==> config.mk <==
export PLATFORM = sky130hd
export DESIGN_NAME = seven_seg_scan
export DESIGN_NICKNAME = d
export VERILOG_FILES = /design/src/rtl/seven_seg_scan.sv
export SDC_FILE = /design/constraint.sdc
export NUM_CORES = 1
export LEC_CHECK = 0
export ABC_AREA = 1
export CORE_UTILIZATION = 60
export CTS_BUF_LIST = sky130_fd_sc_hd__clkbuf_8
export CTS_CLUSTER_DIAMETER = 80
export DETAILED_ROUTE_END_ITERATION = 10
export DONT_BUFFER_PORTS = 1
export PLACE_DENSITY = 0.76
export REMOVE_ABC_BUFFERS = 1
export SYNTH_ARGS = -nofsm -noshare
export SYNTH_HDL_FRONTEND = slang
export SYNTH_SLANG_ARGS = --single-unit
==> constraint.sdc <==
create_clock -name clk -period 5.15 [get_ports clk]
set_input_delay 1.03 -clock clk [delete_from_list [all_inputs] [get_ports clk]]
set_output_delay 1.03 -clock clk [all_outputs]
set_load 0.005 [all_outputs]
==> src/rtl/seven_seg_scan.sv <==
// seven_seg_scan: time-multiplexes four BCD digits onto a 4-digit common-anode
// 7-segment display with frame-consistent snapshots, leading-zero blanking
// and a fixed decimal-point position. All outputs are registered and active-low.
module seven_seg_scan #(
    parameter int unsigned REFRESH_CYCLES = 4,
    parameter int unsigned DP_POS         = 1
) (
    input  logic       clk,
    input  logic       rst,
    input  logic [3:0] d3,
    input  logic [3:0] d2,
    input  logic [3:0] d1,
    input  logic [3:0] d0,
    input  logic       blank_en,
    output logic [3:0] an,
    output logic [6:0] seg,
    output logic       dp
);

    localparam int unsigned CNT_W = (REFRESH_CYCLES > 1) ? $clog2(REFRESH_CYCLES) : 1;
    localparam logic [CNT_W-1:0] CNT_LAST = CNT_W'(REFRESH_CYCLES - 1);
    localparam logic [1:0] DP_SEL = 2'(DP_POS);

    logic [CNT_W-1:0] cnt_q, cnt_d;
    logic [1:0]       sel_q, sel_d;
    logic [3:0]       s3_q, s2_q, s1_q, s0_q;
    logic [3:0]       s3_d, s2_d, s1_d, s0_d;
    logic [3:0]       an_q, an_d;
    logic [6:0]       seg_q, seg_d;
    logic             dp_q, dp_d;

    logic             wrap;
    logic             snap_load;
    logic             blank3, blank2, blank_sel;
    logic [3:0]       digit;

    // BCD to active-low {g,f,e,d,c,b,a}; non-BCD codes show a dash
    function automatic logic [6:0] decode(input logic [3:0] v);
        logic [6:0] s;
        case (v)
            4'd0:    s = 7'b1000000;
            4'd1:    s = 7'b1111001;
            4'd2:    s = 7'b0100100;
            4'd3:    s = 7'b0110000;
            4'd4:    s = 7'b0011001;
            4'd5:    s = 7'b0010010;
            4'd6:    s = 7'b0000010;
            4'd7:    s = 7'b1111000;
            4'd8:    s = 7'b0000000;
            4'd9:    s = 7'b0010000;
            default: s = 7'b0111111;
        endcase
        return s;
    endfunction

    // Next-state: refresh counter, digit select, snapshot and output image
    always_comb begin
        cnt_d     = cnt_q;
        sel_d     = sel_q;
        s3_d      = s3_q;
        s2_d      = s2_q;
        s1_d      = s1_q;
        s0_d      = s0_q;
        digit     = s0_q;
        blank_sel = 1'b0;
        an_d      = 4'b1111;
        seg_d     = 7'b1111111;
        dp_d      = 1'b1;

        wrap      = (cnt_q == CNT_LAST);
        snap_load = wrap && (sel_q == 2'd3);

        if (wrap) begin
            cnt_d = '0;
            sel_d = sel_q + 2'd1;
        end else begin
            cnt_d = cnt_q + CNT_W'(1);
        end

        // Snapshot only at the frame wrap so a whole frame shows one value
        if (snap_load) begin
            s3_d = d3;
            s2_d = d2;
            s1_d = d1;
            s0_d = d0;
        end

        blank3 = blank_en && (s3_q == 4'd0);
        blank2 = blank3 && (s2_q == 4'd0);

        case (sel_q)
            2'd0: digit = s0_q;
            2'd1: digit = s1_q;
            2'd2: begin
                digit     = s2_q;
                blank_sel = blank2;
            end
            default: begin
                digit     = s3_q;
                blank_sel = blank3;
            end
        endcase

        if (!blank_sel) begin
            an_d  = ~(4'b0001 << sel_q);
            seg_d = decode(digit);
            dp_d  = (sel_q != DP_SEL);
        end
    end

    // State and output registers; synchronous reset also samples the inputs
    always_ff @(posedge clk) begin
        if (!rst) begin
            cnt_q <= '0;
            sel_q <= 2'd0;
            s3_q  <= d3;
            s2_q  <= d2;
            s1_q  <= d1;
            s0_q  <= d0;
            an_q  <= 4'b1111;
            seg_q <= 7'b1111111;
            dp_q  <= 1'b1;
        end else begin
            cnt_q <= cnt_d;
            sel_q <= sel_d;
            s3_q  <= s3_d;
            s2_q  <= s2_d;
            s1_q  <= s1_d;
            s0_q  <= s0_d;
            an_q  <= an_d;
            seg_q <= seg_d;
            dp_q  <= dp_d;
        end
    end

    assign an  = an_q;
    assign seg = seg_q;
    assign dp  = dp_q;

endmodule

* After elaboration in Yosys (flattened, before gate mapping)
Memories as Yosys holds them, arrays and structs flattened. A register that Yosys moved wholly into a read port is not among the register bits.
Cells that the tools add are included.
** Storage, ports and cells
- Input port bits :: 19
- RAM bits :: 0
- Memories kept :: 1
- Bits in latches :: 0
- Output and inout port bits :: 12
- Bits in registers :: 25
- ROM bits :: 112
- Logic and storage cells :: 39
** Cells by class
- Multiply operators :: 0
- Add/sub/neg operators :: 2
- Shift-type cells :: 1
- Equality and inequality tests :: 6
- Bitwise logic cells :: 2
- $lt $le $gt $ge :: 0
- Div/mod/pow operators :: 0
- Reductions and logical operators :: 9
- Mux-type cells :: 10
** Memory list
- (name not given) :: depth 16, width 7, read ports 1, clocked after memory_dff 1, wr ports 0, line 40 : case (v)
** Operator list (count)
- 2-to-1 mux 4 bit :: 8
- one-hot mux 4 bit (3 select lines) :: 1
- zero test 4 bit :: 2
- equality test 2 bit, second input constant :: 3
- OR reduction 2 bit :: 3
- adder 2 x 1 -> 2 bit, second input constant :: 2
- inequality test 2 x 1 -> 1 bit, second input constant :: 2
- inverter 4 bit :: 1
- << shifter 1 x 2 -> 4 bit, first input constant :: 1
- logical AND 1 bit :: 3
- equality test 2 x 1 -> 1 bit, second input constant :: 1
- zero test 2 bit :: 1
- one-hot mux 1 bit (2 select lines) :: 1
- inverter 1 bit :: 1

* Logic depth before layout (Yosys ltp)
- Depth after elaboration :: 5
- Depth in mapped cells :: 13
- Gate-level depth less buffers :: 13

* Worst setup path before layout
No wires, ideal clock.
- Path kind :: input to register
- Start :: input rst
- End :: register s0_q[0], enable pin
- Setup time :: 0.372 ns
- Data required time :: 4.778 ns
- Buffers on the path :: 0
- Data arrival time :: 1.390 ns
- Slack :: 3.389 ns
- Stages :: 1
- Cells stage by stage :: nand2_1
** On the way
- Longest elaborated chain between the ends :: 1
** Ends and longest elaborated chain
- start: declaration :: line 9 : input logic rst,
- inequality test 2 x 1 -> 1 bit (no line)
- end signal: assignment :: line 119 : s0_q <= d0;
- end signal: assignment :: line 129 : s0_q <= s0_d;
- end: declaration :: line 26 : logic [3:0] s3_q, s2_q, s1_q, s0_q;
Every way passes these cells.
A chain may end at the register's enable or synchronous reset.

* Worst setup path after layout
- Start :: register sel_q[0]
- End :: register seg_q[0] (netlist: seg[0])
** On the way
- Longest elaborated chain between the ends :: 4
- Elaborated cells on any way between the ends :: 7
- Those cells by class :: eq/ne (2); mux (2); reduce/logical (3)
** Ends and longest elaborated chain
- start: declaration :: line 25 : logic [1:0] sel_q, sel_d;
- start signal: assignment :: line 125 : sel_q <= sel_d;
- equality test 2 x 1 -> 1 bit / zero test 2 bit (equally long branches) :: line 91 : case (sel_q)
- OR reduction 2 bit (no line)
- one-hot mux 1 bit (2 select lines) :: line 91
- OR reduction 2 bit (no line)
- end: declaration :: line 29 : logic [6:0] seg_q, seg_d;
Several ways; a longest one is shown, not always the timed one.

==> out/qor.csv <==
metric,value,unit
clk_latency,280,ps
synth.distinct_cells,17,
grt_pass1_wl,3760,um
start_util,0.668,
port_buffers,0,
min_period_over_period,0.412,
dr.first_iter.drc_count,21,
fmaxAchievable,471,MHz
slew_viol_final,0,
synth_warnings,0,
gp_congestion,0.842,
avgSynthCellArea,9.88,um2
tns,0,ps
whs,438,ps
critPathSlowestCell,dfxtp_1,
dp.cells,163,
relSlewSlack,0.449,
synth_cells,138,
cts_setup_buffers,0,
cts_buffer_depth,2,
drive_gt1_frac,0.111,
power.density,380,nW/um2
cts_tree,built,
cp.arrival,2240,ps
setup_viol,0,
clock_sinks,31,
die_h,49.7,um
root_buffer,clkbuf_8,
fin_crit,2120,ps
crit_chain,"inv_1, ha_1, nand2_1, nand2_1, o21ai_1, inv_1, ha_1, inv_1, nand2_1, nand3_1, nand3_1",
rows,16,
coreArea,2040,um2
viasPerCell,5.19,
die_area,2470,um2
num-fill-cells,166,
vias,887,
critPathLaunchType,flop,
ys_seq_area_frac,0.572,
critPathCaptureType,flop,
avgRoutedWirePerCell,12.6,um
fin_cells,171,
n_antenna_cell,0,
worst_pin_slew,825,ps
grt_max_degree,17,
fin_skew,7.09,ps
status,"complete, no violations",
grt_overflow_total,0,
crit_type,reg2reg,
hold_path_class,reg2reg,
layout_commonest_cell,nand2_1,
power_leakage,0.668,nW
syn-cell-area,1360,um2
grt_pass1_vias,895,
slowest_delay,380,ps
cts_made_buffers,5,
ios,31,
ir_worst_vdd,0.000283,V
required,5270,ps
path_clk_slew,60,ps
dr.pass1.iters,4,
die_w,49.7,um
dpl.hpwl,1620,um
synth_seq_cells,31,
grt_use_total,0.215,
antenna_found_initial,0,
cts_resized,0,
htreeDepth,2,
layout_common_cells,"37 x nand2_1, 19 x inv_1, 17 x nand3_1",
cap_violations,0,
syn2layout_area_growth,8.44,%
postRouteAntennaNets,0,
postRouteWirelength,2150,um
postCtsHoldBufs,0,
timing_hold_violations_final,0,
drc,0,
fin_nets,173,
worstPathMaxFanout,6,
rsz0062_at_grt,false,
-- per-layer routing --
layer  GRT usage  wire length [um]
met1       0.218               877
met2       0.369              1110
met3      0.0833               107
met4       0.129                54
met5           0                 0
-- state kept, by name, summed over array words and instances (netlist names) --
register and cells:
an 4, seg 7, s0_q 4, s1_q 4
s3_q 4, sel_q 2, cnt_q 2, s2_q 4
-- critical path: cells and delay by family, from the launching register on --
kind / cells / cell delay (ps)
buf+inv: 3 / 300
flops: 1 / 380
simple gates: 5 / 410
compound gates: 1 / 350
fa+ha+maj: 2 / 520
-- cell type report --
type,count,area [um2],area share
inverter,20,75.1,0.0508
clock buffer,7,96.3,0.0651
tap,27,33.8,0.0228
clock inverter,1,3.75,0.00254
multi-input combinational,85,489,0.331
sequential,31,781,0.528
-- through the flow --
stage / util / power (W) / area (um2) / setup slack (ps)
CTS: 0.724 / 0.000567 / 1480 / 3050
detailed placement: 0.675 / 0.000367 / 1380 / 2980
global placement: 0.675 / 0.000362 / 1380 / 3160
global route: 0.724 / 0.000590 / 1480 / 2910
finish: 0.724 / 0.000562 / 1480 / 3030
floorplan: - / 0.000351 / 1350 / 3310
-- worst paths after layout --
kind / startpoint / end / slack (ps) / cells past startpoint
hold / removal: cnt_q[0]$_SDFF_PP0_ / cnt_q[0]$_SDFF_PP0_ / 440 / 1
setup / recovery: sel_q[0]$_SDFFE_PN0P_ / seg[0]$_SDFF_PP1_ / 3030 / 11
setup reg to reg: sel_q[0]$_SDFFE_PN0P_ / seg[0]$_SDFF_PP1_ / 3030 / 11
hold reg to reg: cnt_q[0]$_SDFF_PP0_ / cnt_q[0]$_SDFF_PP0_ / 440 / 1
-- report_power, final --
group | internal, W | switching (W)
logic | 0.0000247 | 0.0000471
clock network | 0.000120 | 0.0000800
registers | 0.000281 | 0.00000884
-- cells in the mapped netlist (all sizes together) --
library cell	n	area (um2)
nand3	17	85.1
nand3b	1	7.51
ha	11	138
nand2	42	170
nor2	5	18.8
a21boi	1	7.51
a21oi	3	15.0
dfxtp	15	300
inv	20	75.1
edfxtp	16	480
buf	2	18.8
o21ai	5	47.5
-- logic make-up after synthesis --
group | Yosys count | share of synthesized area
flops | 31 | 0.572
fa+ha+maj | 11 | 0.101
compound gates | 9 | 0.0514
buf+inv | 22 | 0.0688
simple gates | 65 | 0.206
(Power assumes the default switching activity.)
